$ cat config.mk
export PLATFORM = sky130hd
export DESIGN_NAME = ps2_host_tx
export DESIGN_NICKNAME = d
export VERILOG_FILES = /design/src/rtl/ps2_pkg.sv /design/src/rtl/ps2_line_sync.sv /design/src/rtl/ps2_host_tx.sv
export SDC_FILE = /design/constraint.sdc
export NUM_CORES = 1
export LEC_CHECK = 0
export ABC_AREA = 1
export ABC_CLOCK_PERIOD_IN_PS = 5200
export CAP_MARGIN = 25
export CELL_PAD_IN_SITES_DETAIL_PLACEMENT = 0
export CELL_PAD_IN_SITES_GLOBAL_PLACEMENT = 2
export CORE_ASPECT_RATIO = 2
export CORE_MARGIN = 2
export CORE_UTILIZATION = 37
export DETAILED_ROUTE_END_ITERATION = 10
export PLACE_DENSITY = 0.83
export RECOVER_POWER = 50
export REMOVE_ABC_BUFFERS = 1
export SYNTH_ARGS = -nofsm -noshare
export SYNTH_HDL_FRONTEND = slang
export SYNTH_SLANG_ARGS = --single-unit
$ cat constraint.sdc
create_clock -name clk -period 5.2 [get_ports clk]
set_clock_uncertainty 0.1 [all_clocks]
set_input_delay 1.3 -clock clk [delete_from_list [all_inputs] [get_ports clk]]
set_output_delay 1.3 -clock clk [all_outputs]
set_load 0.005 [all_outputs]
$ cat src/rtl/ps2_pkg.sv
// Shared types and command codes for the PS/2 host-to-device transmitter.
package ps2_pkg;

  typedef enum logic [2:0] {
    IDLE,
    INHIBIT,
    REQ,
    SHIFT,
    ACK,
    RELEASE,
    DONE,
    FAIL
  } ps2_tx_state_t;

  localparam logic [7:0] PS2_CMD_RESET  = 8'hFF;
  localparam logic [7:0] PS2_CMD_ENABLE = 8'hF4;

endpackage

$ cat src/rtl/ps2_line_sync.sv
// Two-flop synchronizer for the raw PS/2 lines plus a falling-edge strobe on the clock line.
module ps2_line_sync (
  input  logic clk,
  input  logic rst,
  input  logic clk_in,
  input  logic data_in,
  output logic clk_s,
  output logic data_s,
  output logic fe
);

  logic clk_p0, clk_p1, clk_p2;
  logic data_p0, data_p1;

  // Idle lines are high, so reset to 1 to avoid a phantom edge after reset.
  always_ff @(posedge clk or posedge rst) begin
    if (rst) begin
      clk_p0  <= 1'b1;
      clk_p1  <= 1'b1;
      clk_p2  <= 1'b1;
      data_p0 <= 1'b1;
      data_p1 <= 1'b1;
    end else begin
      clk_p0  <= clk_in;
      clk_p1  <= clk_p0;
      clk_p2  <= clk_p1;
      data_p0 <= data_in;
      data_p1 <= data_p0;
    end
  end

  assign clk_s  = clk_p1;
  assign data_s = data_p1;
  assign fe     = clk_p2 & ~clk_p1;

endmodule

$ cat src/rtl/ps2_host_tx.sv
// Host-to-device PS/2 transmitter: inhibits the clock, requests to send, shifts one byte
// with odd parity on device falling edges and checks the device ACK.
module ps2_host_tx
  import ps2_pkg::*;
#(
  parameter int CLK_HZ         = 100_000_000,
  parameter int INHIBIT_CYCLES = 10_000,
  parameter int START_TIMEOUT  = 1_500_000,
  parameter int FRAME_TIMEOUT  = 200_000
) (
  input  logic       clk,
  input  logic       rst,
  input  logic [7:0] tx_data,
  input  logic       tx_start,
  output logic       busy,
  output logic       done,
  output logic       err,
  input  logic       ps2_clk_in,
  input  logic       ps2_data_in,
  output logic       ps2_clk_oe,
  output logic       ps2_data_oe
);

  localparam int MAX_A   = (INHIBIT_CYCLES > START_TIMEOUT) ? INHIBIT_CYCLES : START_TIMEOUT;
  localparam int MAX_CYC = (MAX_A > FRAME_TIMEOUT) ? MAX_A : FRAME_TIMEOUT;
  localparam int CNT_W   = (MAX_CYC > 1) ? $clog2(MAX_CYC) : 1;

  localparam logic [CNT_W-1:0] INH_LAST   = CNT_W'(INHIBIT_CYCLES - 1);
  localparam logic [CNT_W-1:0] START_LAST = CNT_W'(START_TIMEOUT - 1);
  localparam logic [CNT_W-1:0] FRAME_LAST = CNT_W'(FRAME_TIMEOUT - 1);

  if (CLK_HZ < 1 || INHIBIT_CYCLES < 1 || START_TIMEOUT < 1 || FRAME_TIMEOUT < 1) begin : g_param_check
    $error("ps2_host_tx: clock and cycle parameters must be positive");
  end

  ps2_tx_state_t    state;
  logic [CNT_W-1:0] cnt;
  logic [3:0]       idx;
  logic [7:0]       data_q;
  logic             par_q;
  logic             clk_s, data_s, fe;
  logic             timeout, nack;

  ps2_line_sync u_sync (
    .clk     (clk),
    .rst     (rst),
    .clk_in  (ps2_clk_in),
    .data_in (ps2_data_in),
    .clk_s   (clk_s),
    .data_s  (data_s),
    .fe      (fe)
  );

  // Open-drain enable for frame position i: data bits, then parity, then released stop bit.
  function automatic logic bit_oe(input logic [3:0] i, input logic [7:0] d, input logic p);
    if (i < 4'd8)       return ~d[i[2:0]];
    else if (i == 4'd8) return ~p;
    else                return 1'b0;
  endfunction

  always_comb begin
    timeout = 1'b0;
    case (state)
      REQ:                 timeout = !fe && (cnt == START_LAST);
      SHIFT, ACK, RELEASE: timeout = (cnt == FRAME_LAST);
      default:             timeout = 1'b0;
    endcase
  end

  assign nack = (state == ACK) && data_s;

  always_ff @(posedge clk or posedge rst) begin
    if (rst) begin
      state       <= IDLE;
      cnt         <= '0;
      idx         <= '0;
      data_q      <= '0;
      par_q       <= 1'b0;
      busy        <= 1'b0;
      done        <= 1'b0;
      err         <= 1'b0;
      ps2_clk_oe  <= 1'b0;
      ps2_data_oe <= 1'b0;
    end else begin
      done <= 1'b0;
      err  <= 1'b0;
      if (timeout || nack) begin
        state       <= FAIL;
        err         <= 1'b1;
        busy        <= 1'b0;
        ps2_clk_oe  <= 1'b0;
        ps2_data_oe <= 1'b0;
      end else begin
        case (state)
          IDLE: if (tx_start) begin
            data_q     <= tx_data;
            par_q      <= ~^tx_data;
            cnt        <= '0;
            idx        <= '0;
            busy       <= 1'b1;
            ps2_clk_oe <= 1'b1;
            state      <= INHIBIT;
          end
          INHIBIT: if (cnt == INH_LAST) begin
            cnt         <= '0;
            ps2_clk_oe  <= 1'b0;
            ps2_data_oe <= 1'b1;
            state       <= REQ;
          end else begin
            cnt <= cnt + CNT_W'(1);
          end
          // The first device falling edge restarts the counter as the whole-frame watchdog.
          REQ: if (fe) begin
            cnt         <= '0;
            idx         <= '0;
            ps2_data_oe <= bit_oe(4'd0, data_q, par_q);
            state       <= SHIFT;
          end else begin
            cnt <= cnt + CNT_W'(1);
          end
          SHIFT: begin
            cnt <= cnt + CNT_W'(1);
            if (fe) begin
              if (idx == 4'd9) begin
                state <= ACK;
              end else begin
                idx         <= idx + 4'd1;
                ps2_data_oe <= bit_oe(idx + 4'd1, data_q, par_q);
              end
            end
          end
          ACK: begin
            cnt   <= cnt + CNT_W'(1);
            state <= RELEASE;
          end
          RELEASE: begin
            cnt <= cnt + CNT_W'(1);
            if (clk_s && data_s) begin
              state <= DONE;
              done  <= 1'b1;
              busy  <= 1'b0;
            end
          end
          DONE:    state <= IDLE;
          FAIL:    state <= IDLE;
          default: state <= IDLE;
        endcase
      end
    end
  end

endmodule

# [Yosys cells after proc, flatten, opt, wreduce, memory -nomap -nowiden]
# Index checks and enable logic that the tools add are counted.
[word_totals] ff_bits=47 input_bits=13 out_inout_bits=5
[op_classes] add_sub_neg=2 n_lt_le_gt_ge=2 n_eq_ne=23 mux=39 n_bitwise=6 n_reduce_logical=21
[ops] cell="$pmux W21 S4" n=1
[ops] cell="$mux W21" n=3
[ops] cell="$add A21 B1 Y21 const B" n=1
[ops] cell="$eq A21 B14 Y1 const B" n=1
[ops] cell="$eq A21 B18 Y1 const B" n=1
[ops] cell="$eq A21 B21 Y1 const B" n=1
[ops] cell="$mux W3" n=7
[ops] cell="$ne A3 B3 Y1 const B" n=7
[ops] cell="$pmux W3 S7" n=1
[ops] cell="$mux W1" n=17
[ops] cell="$mux W4" n=4
[ops] cell="$eq A3 B3 Y1 const B" n=4
[ops] cell="$pmux W4 S3" n=1
[ops] cell="$reduce_and A3 Y1" n=4
[ops] cell="$reduce_and A6 Y1" n=2
[ops] cell="$reduce_bool A3 Y1" n=3
[ops] cell="$eq A4 B4 Y1 const B" n=2
[ops] cell="$ne A2 B2 Y1 const B" n=4
[ops] cell="$reduce_bool A4 Y1" n=2
[ops] cell="$reduce_xnor A8 Y1" n=1
[ops] cell="$eq A3 B2 Y1 const B" n=2
[ops] cell="$pmux W1 S2" n=3
[ops] cell="$not A1 Y1" n=5
[ops] cell="$reduce_and A5 Y1" n=1
[ops] cell="13 further kinds" n=15

# [Longest topological paths before layout]
# Gate-level depths: netlist of run 1.
[depth] word_depth=9 ltp_mapped=12 ltp_nobuf=11

# [Cells and area by module]
# Synthesis of run 1 repeated with hierarchy kept, for this count alone.
[unflattened] hier_cells=515 area_unflattened_um2=3414.5
[modules_own_cells] mod="ps2_host_tx" n_inst=1 cells_per_inst=507 area_per_inst_um2=3269.4
[modules_own_cells] mod="ps2_line_sync" n_inst=1 cells_per_inst=8 area_per_inst_um2=145.1

# [Worst setup path after synthesis of run 1]
# OpenSTA, ideal clock, no wires.
[synth_timing] kind="input-to-reg" startpoint="in tx_start" endpoint="reg cnt[14]" arrival_ns=1.913 slack_ns=3.070 path_stages=7 cell_sequence="nor2_4 > inv_1 > nand4_2 > nor2_2 > buf_2 > nand2_1 > nand2_1"
[synth_between] elab_chain_len=2
[synth_lines] item="from (decl)" line_no="ps2_host_tx.sv:14" text="input logic tx_start,"
[synth_lines] item="$ne A2 B2 Y1 (no line)"
[synth_lines] item="$reduce_and A3 Y1 (no line)"
[synth_lines] item="to (signal assigned)" line_no="ps2_host_tx.sv:110" text="cnt <= cnt + CNT_W'(1);"
[synth_lines] item="to (signal assigned)" line_no="ps2_host_tx.sv:119" text="cnt <= cnt + CNT_W'(1);"
[synth_lines] item="to (signal assigned)" line_no="ps2_host_tx.sv:122" text="cnt <= cnt + CNT_W'(1);"
[synth_lines] item="to (decl)" line_no="ps2_host_tx.sv:37" text="logic [CNT_W-1:0] cnt;"
# No other way between the ends.
# A chain may end at the register's enable or synchronous reset.

==> out/results.txt, run 1 <==
Final setup fails -> 0
Most frequent cells in the layout -> 167 x nand2_1, 78 x nand3_1, 57 x nor2_1
Clock Tree Buf Depth -> 2
HP Class -> reg2reg
Final Max Slew Viols -> 0
Post-CTS setup buffer count -> 0
Worst R2R End -> cnt[10]
Worst slew pin tran -> 1.46 ns
Clock sink count -> 47
Hold EP -> u_sync.data_s
DRC -> 0
Final RePlAce weighted congestion -> 0.945
Worst reg2reg path startpoint -> state[2]
Max_cap viols -> 0
WL per Instance -> 17.0 µm
Setup slack, reg-to-reg -> 2.27 ns
Final period util -> 70.0%
P per Cell Area -> 391 mW/mm²
CTS tree -> done
Critical path capture point type -> asynchronous set/reset pin
Die X -> 72.3 µm
CTS Buf Count -> 5
VDD IR-drop max -> 305 µV
Initial antenna violation count -> 0
Crit path kind -> in2async
Nets -> 546
Slew Limit Headroom -> 2.60%
Worst path arrival time -> 3.69 ns
Fin Setup TNS -> 0 ns
Die height -> 141 µm
DRT Wirelength -> 10700 µm
Share of layout cells above drive strength 1 -> 6.79%
Fmax -> 0.275 GHz
Global-route wire length before repair -> 17100 µm
Data required time of the critical path -> 5.25 ns
Hold_buf cts -> 0
CTS Root Buffer Type -> clkbuf_16
Register area share after synthesis -> 34.3%
DR iter-0 viols -> 184
Area Overhead vs Synth -> 11.5%
Synth cell types -> 34
H-tree levels -> 2
#FFs+latches synth -> 47
Largest net degree at the start of global routing -> 26
Grt total ovfl -> 0
Hold Crit Start -> u_sync.data_p0
Most common cell after layout, fill and taps aside -> nand2_1
PostCTS Resize Cnt -> 0
Rows -> 49
Post-synthesis cell area -> 0.00345 mm²
Mean number of vias per cell -> 5.47
R2R depth -> 9
Avg Cell Area, Syn -> 6.65 µm²
Synth Instances -> 519
Starting Density -> 38.3%
Vias -> 3456
Register clock-pin slew on the reported worst setup and hold paths -> 0.06 ns
IO buf count -> 17
Pleak -> 1.85 nW
Antenna Cells -> 0
Minimum clock period -> 3.64 ns
Yosys warns -> 0
Vias in the first global route -> 3340
Final core utilization -> 42.7%
Top Ports -> 18
Number of iterations in the first detailed-routing pass -> 5
Detailed Place HPWL -> 7990 µm
Fin. Hold Viols -> 0
Global Route Usage Sum -> 22.4%
Worst-Skew Late Latency -> 0.30 ns
RSZ-0062 raised after global routing -> no
Hold Path Cell Cnt -> 0
Detail Route Antenna Nets -> 0
Crit Path Max Fanout -> 25
Total power -> 1.51 mW
Core Box Area -> 0.00901 mm²
Die ar. -> 0.0102 mm²
Status -> completed
Critical Path Source Type -> input port
report_power, final:
group / switching [mW] / total, mW / internal (mW)
registers: 0.0819 / 0.521 / 0.439
logic: 0.403 / 0.598 / 0.196
clock network: 0.147 / 0.386 / 0.239
total: 0.631 / 1.51 / 0.874
layout make-up:
| cell class | instances | area (µm²) |
|---|---|---|
| repair buffers | 20 | 196 |
| fillers | 976 | 5160 |
| inverters | 52 | 196 |
| flip-flops and latches | 47 | 1180 |
| multi-input cells | 403 | 1970 |
| clock inverters | 2 | 35.0 |
| well taps | 102 | 128 |
| clock buffers | 6 | 139 |
cells by family (layout without fill, tap and decap cells):
| group | after synthesis | in the layout | synth area share, % |
|---|---|---|---|
| multiplexers | 4 | 4 | 1.31 |
| XOR/XNOR | 11 | 11 | 2.79 |
| AO/OA/AOI/OAI | 33 | 33 | 5.22 |
| adder cells (fa/ha/maj) | 4 | 4 | 1.45 |
| flip-flops | 47 | 47 | 34.3 |
| AND/OR/NAND/NOR | 351 | 351 | 46.5 |
| buffers and inverters | 69 | 80 | 8.41 |
worst max-delay path by stage:
stage | start | end | slack (ns)
after floorplan | rst | busy | 2.69
after global placement | tx_start | cnt[8] | 1.82
after detailed placement | tx_start | cnt[10] | 1.77
after CTS | state[2] | cnt[10] | 2.03
after global routing | rst | data_q[2] | 1.20
final | rst | data_q[2] | 1.56
layer usage:
layer | track usage (%) | routed length, µm | vias to the layer above
li1 | - | - | 1715
met1 | 22.5 | 3790 | 1624
met2 | 43.7 | 6160 | 89
met3 | 2.30 | 290 | 28
met4 | 10.4 | 479 | 0
met5 | 0 | 0 | -
critical path, stage by stage:
cell and delay (ns):
dlygate4sd3_1 0.53, inv_1 0.71, clkbuf_1 1.14
synthesized netlist by cell type:
cell type | count | area (µm²)
buf_6 | 2 | 22.5
a211oi_1 | 2 | 15.0
dfstp_2 | 5 | 131
xor2_1 | 4 | 35.0
nor2_2 | 4 | 25.0
nand3_2 | 1 | 10.0
nand4_1 | 26 | 163
a21oi_1 | 16 | 80.1
buf_4 | 2 | 15.0
buf_2 | 6 | 30.0
nor2_4 | 2 | 22.5
o21ai_0 | 11 | 55.1
dfrtp_1 | 42 | 1050
a21boi_0 | 1 | 7.51
nand2_2 | 1 | 6.26
inv_2 | 1 | 3.75
nor3_1 | 3 | 15.0
buf_1 | 1 | 3.75
inv_1 | 50 | 188
ha_1 | 4 | 50.1
mux2_2 | 4 | 45.0
o211ai_1 | 3 | 22.5
nand3_4 | 3 | 52.6
nand2_1 | 167 | 627
clkinv_2 | 1 | 5.00
nor2_1 | 57 | 214
nand3_1 | 78 | 390
clkbuf_1 | 6 | 22.5
nand2_4 | 2 | 22.5
nand4_2 | 2 | 25.0
or2_2 | 2 | 12.5
xnor2_1 | 7 | 61.3
and2_1 | 2 | 12.5
nand3b_1 | 1 | 7.51
sequential cells by signal, indices dropped and copies added (netlist names):
| name | flops |
|---|---|
| busy | 1 |
| cnt | 21 |
| data_q | 8 |
| done | 1 |
| err | 1 |
| idx | 4 |
| par_q | 1 |
| ps2_clk_oe | 1 |
| ps2_data_oe | 1 |
| state | 3 |
| u_sync.clk_p0 | 1 |
| u_sync.clk_p2 | 1 |
| u_sync.clk_s | 1 |
| u_sync.data_p0 | 1 |
| u_sync.data_s | 1 |
metrics by stage:
step / hold slack, ns / setup WS (ns) / cells / cell area, µm²
floorplan: 0.245 / 2.69 / 502 / 3360
global placement: 0.245 / 1.82 / 623 / 3670
detailed placement: 0.251 / 1.77 / 623 / 3670
CTS: 0.260 / 2.03 / 631 / 3840
global route: 0.271 / 1.20 / 632 / 3850
finish: 0.261 / 1.56 / 632 / 3850
Note: power is estimated with default switching activity, not from simulation.
==> inputs of run 2 (changes only) <==
--- a/config.mk
+++ b/config.mk
@@ -6,15 +6,15 @@
 export NUM_CORES = 1
 export LEC_CHECK = 0
 export ABC_AREA = 1
-export ABC_CLOCK_PERIOD_IN_PS = 5200
+export ABC_CLOCK_PERIOD_IN_PS = 3090
 export CAP_MARGIN = 25
 export CELL_PAD_IN_SITES_DETAIL_PLACEMENT = 0
 export CELL_PAD_IN_SITES_GLOBAL_PLACEMENT = 2
 export CORE_ASPECT_RATIO = 2
 export CORE_MARGIN = 2
-export CORE_UTILIZATION = 37
+export CORE_UTILIZATION = 31
 export DETAILED_ROUTE_END_ITERATION = 10
-export PLACE_DENSITY = 0.83
+export PLACE_DENSITY = 0.74
 export RECOVER_POWER = 50
 export REMOVE_ABC_BUFFERS = 1
 export SYNTH_ARGS = -nofsm -noshare
==> constraint.sdc (replaced) <==
create_clock -name clk -period 3.09 [get_ports clk]
set_clock_uncertainty 0.1 [all_clocks]
set_input_delay 0.7725 -clock clk [delete_from_list [all_inputs] [get_ports clk]]
set_output_delay 0.7725 -clock clk [all_outputs]
set_load 0.005 [all_outputs]
==> run 2 against run 1 <==
Non-clock buffer count up 5. Sequential cell count unchanged. Total power up 71%. Sequential share of layout area down 0.63 points. Register-to-register slack worse by 1.6 ns. First-iteration DRC count up 11%. Critical endpoint is now cnt[11].
==> out/results.txt, run 2 (synthesis gave the netlist of run 1 again) <==
Status -> completed
Fin. Hold Viols -> 0
Global Route Usage Sum -> 19.7%
Pleak -> 1.87 nW
DR iter-0 viols -> 205
Antenna Cells -> 0
Fmax -> 0.407 GHz
Number of iterations in the first detailed-routing pass -> 5
Switching pwr -> 1.10 mW
Data required time of the critical path -> 3.23 ns
PostCTS Resize Cnt -> 0
Register clock-pin slew on the reported worst setup and hold paths -> 0.07 ns
Rows -> 54
Slew Limit Headroom -> 38.7%
Die X -> 78.6 µm
Fin Setup TNS -> 0 ns
Die height -> 153 µm
Nets -> 551
Most common cell after layout, fill and taps aside -> nand2_1
Switching portion of total power -> 42.8%
Final setup fails -> 0
Worst slew pin tran -> 0.919 ns
Minimum clock period -> 2.45 ns
Worst-Skew Late Latency -> 0.30 ns
Final period util -> 79.4%
Regs by FF count -> cnt x21, data_q x8, idx x4
Most frequent cells in the layout -> 167 x nand2_1, 78 x nand3_1, 57 x nor2_1
Area Overhead vs Synth -> 13.9%
Starting Density -> 31.7%
Crit path kind -> reg2reg
Die ar. -> 0.0120 mm²
Largest net degree at the start of global routing -> 24
CTS Root Buffer Type -> clkbuf_16
CTS tree -> done
H-tree levels -> 2
Max_cap viols -> 0
Hold_buf cts -> 0
P per Cell Area -> 655 mW/mm²
HP Class -> reg2reg
Initial antenna violation count -> 0
Grt total ovfl -> 0
Final Max Slew Viols -> 0
Vias -> 3412
Most flops, register -> cnt
Vias in the first global route -> 3476
Total power -> 2.57 mW
Register Area -> 0.00118 mm²
Detailed Place HPWL -> 8600 µm
Clock sink count -> 47
Clock power share -> 25.0%
Top Ports -> 18
Critical path capture point type -> flip-flop
Register share of total power -> 33.5%
CTS Buf Count -> 5
Max reg flops -> 21
Global-route wire length before repair -> 18000 µm
Combinational Power Share -> 41.5%
Final RePlAce weighted congestion -> 0.835
Internal power -> 1.47 mW
Crit Path Max Fanout -> 11
DRC -> 0
Area occupied by multi-input gates -> 0.00198 mm²
IO buf count -> 17
Post-CTS setup buffer count -> 0
Share of layout cells above drive strength 1 -> 7.85%
# fillers -> 1191
Detail Route Antenna Nets -> 0
Final core utilization -> 36.1%
Worst path arrival time -> 2.60 ns
DRT Wirelength -> 11200 µm
Core Box Area -> 0.0109 mm²
Mean number of vias per cell -> 5.05
Critical Path Source Type -> flip-flop
RSZ-0062 raised after global routing -> no
Cell Area, Placed -> 0.00375 mm²
WL per Instance -> 16.6 µm
VDD IR-drop max -> 402 µV
Clock Tree Buf Depth -> 2
Final Instance Area -> 0.00393 mm²
run 2: final timing paths:
check	startpoint	end	slack, ns	depth (start not counted)
max in group asynchronous	rst	cnt[10]	0.89	3
min in group asynchronous	rst	state[1]	0.82	2
setup reg to reg	cnt[1]	cnt[11]	0.64	11
setup / recovery	cnt[1]	cnt[11]	0.64	11
hold reg to reg	u_sync.data_p0	u_sync.data_s	0.26	0
hold / removal	u_sync.data_p0	u_sync.data_s	0.26	0
run 2: power groups by stage:
| stage | clock network [mW] | registers, mW | logic [mW] |
|---|---|---|---|
| after floorplan | 0 | 0.852 | 0.675 |
| after global placement | 0 | 0.876 | 1.06 |
| after detailed placement | 0 | 0.874 | 1.07 |
| after CTS | 0.659 | 0.863 | 1.07 |
| after global routing | 0.688 | 0.882 | 1.20 |
| final | 0.644 | 0.862 | 1.07 |
run 2: layout make-up:
cell class | count | area share, %
inverters | 52 | 5.00
multi-input cells | 403 | 50.3
well taps | 140 | 4.46
clock buffers | 5 | 3.19
repair buffers | 25 | 5.80
flip-flops and latches | 47 | 30.1
clock inverters | 3 | 1.12
run 2: routing by layer:
layer	share of wire (%)	track usage [%]	vias up
met5	0	0	-
li1	-	-	1720
met2	59	39.4	57
met4	4.3	9.36	0
met1	35	19.5	1613
met3	1.6	1.71	22
run 2: critical path: stages, from the launching register on:
cell and delay [ns]:
dfrtp_1 0.42, ha_1 0.31, nand3_4 0.18, clkinv_2 0.12
nand2_2 0.08, nor2_1 0.05, nand3_2 0.10, nand4_2 0.17
nor2_2 0.48, buf_6 0.24, nand2_1 0.07, nand2_1 0.07
run 2: metrics by stage:
stage	hold slack [ns]	std cells	setup WS (ns)
after floorplan	0.245	502	1.02
after global placement	0.247	666	0.229
after detailed placement	0.252	666	0.183
after CTS	0.262	674	0.366
after global routing	0.269	675	0.436
final	0.263	675	0.635
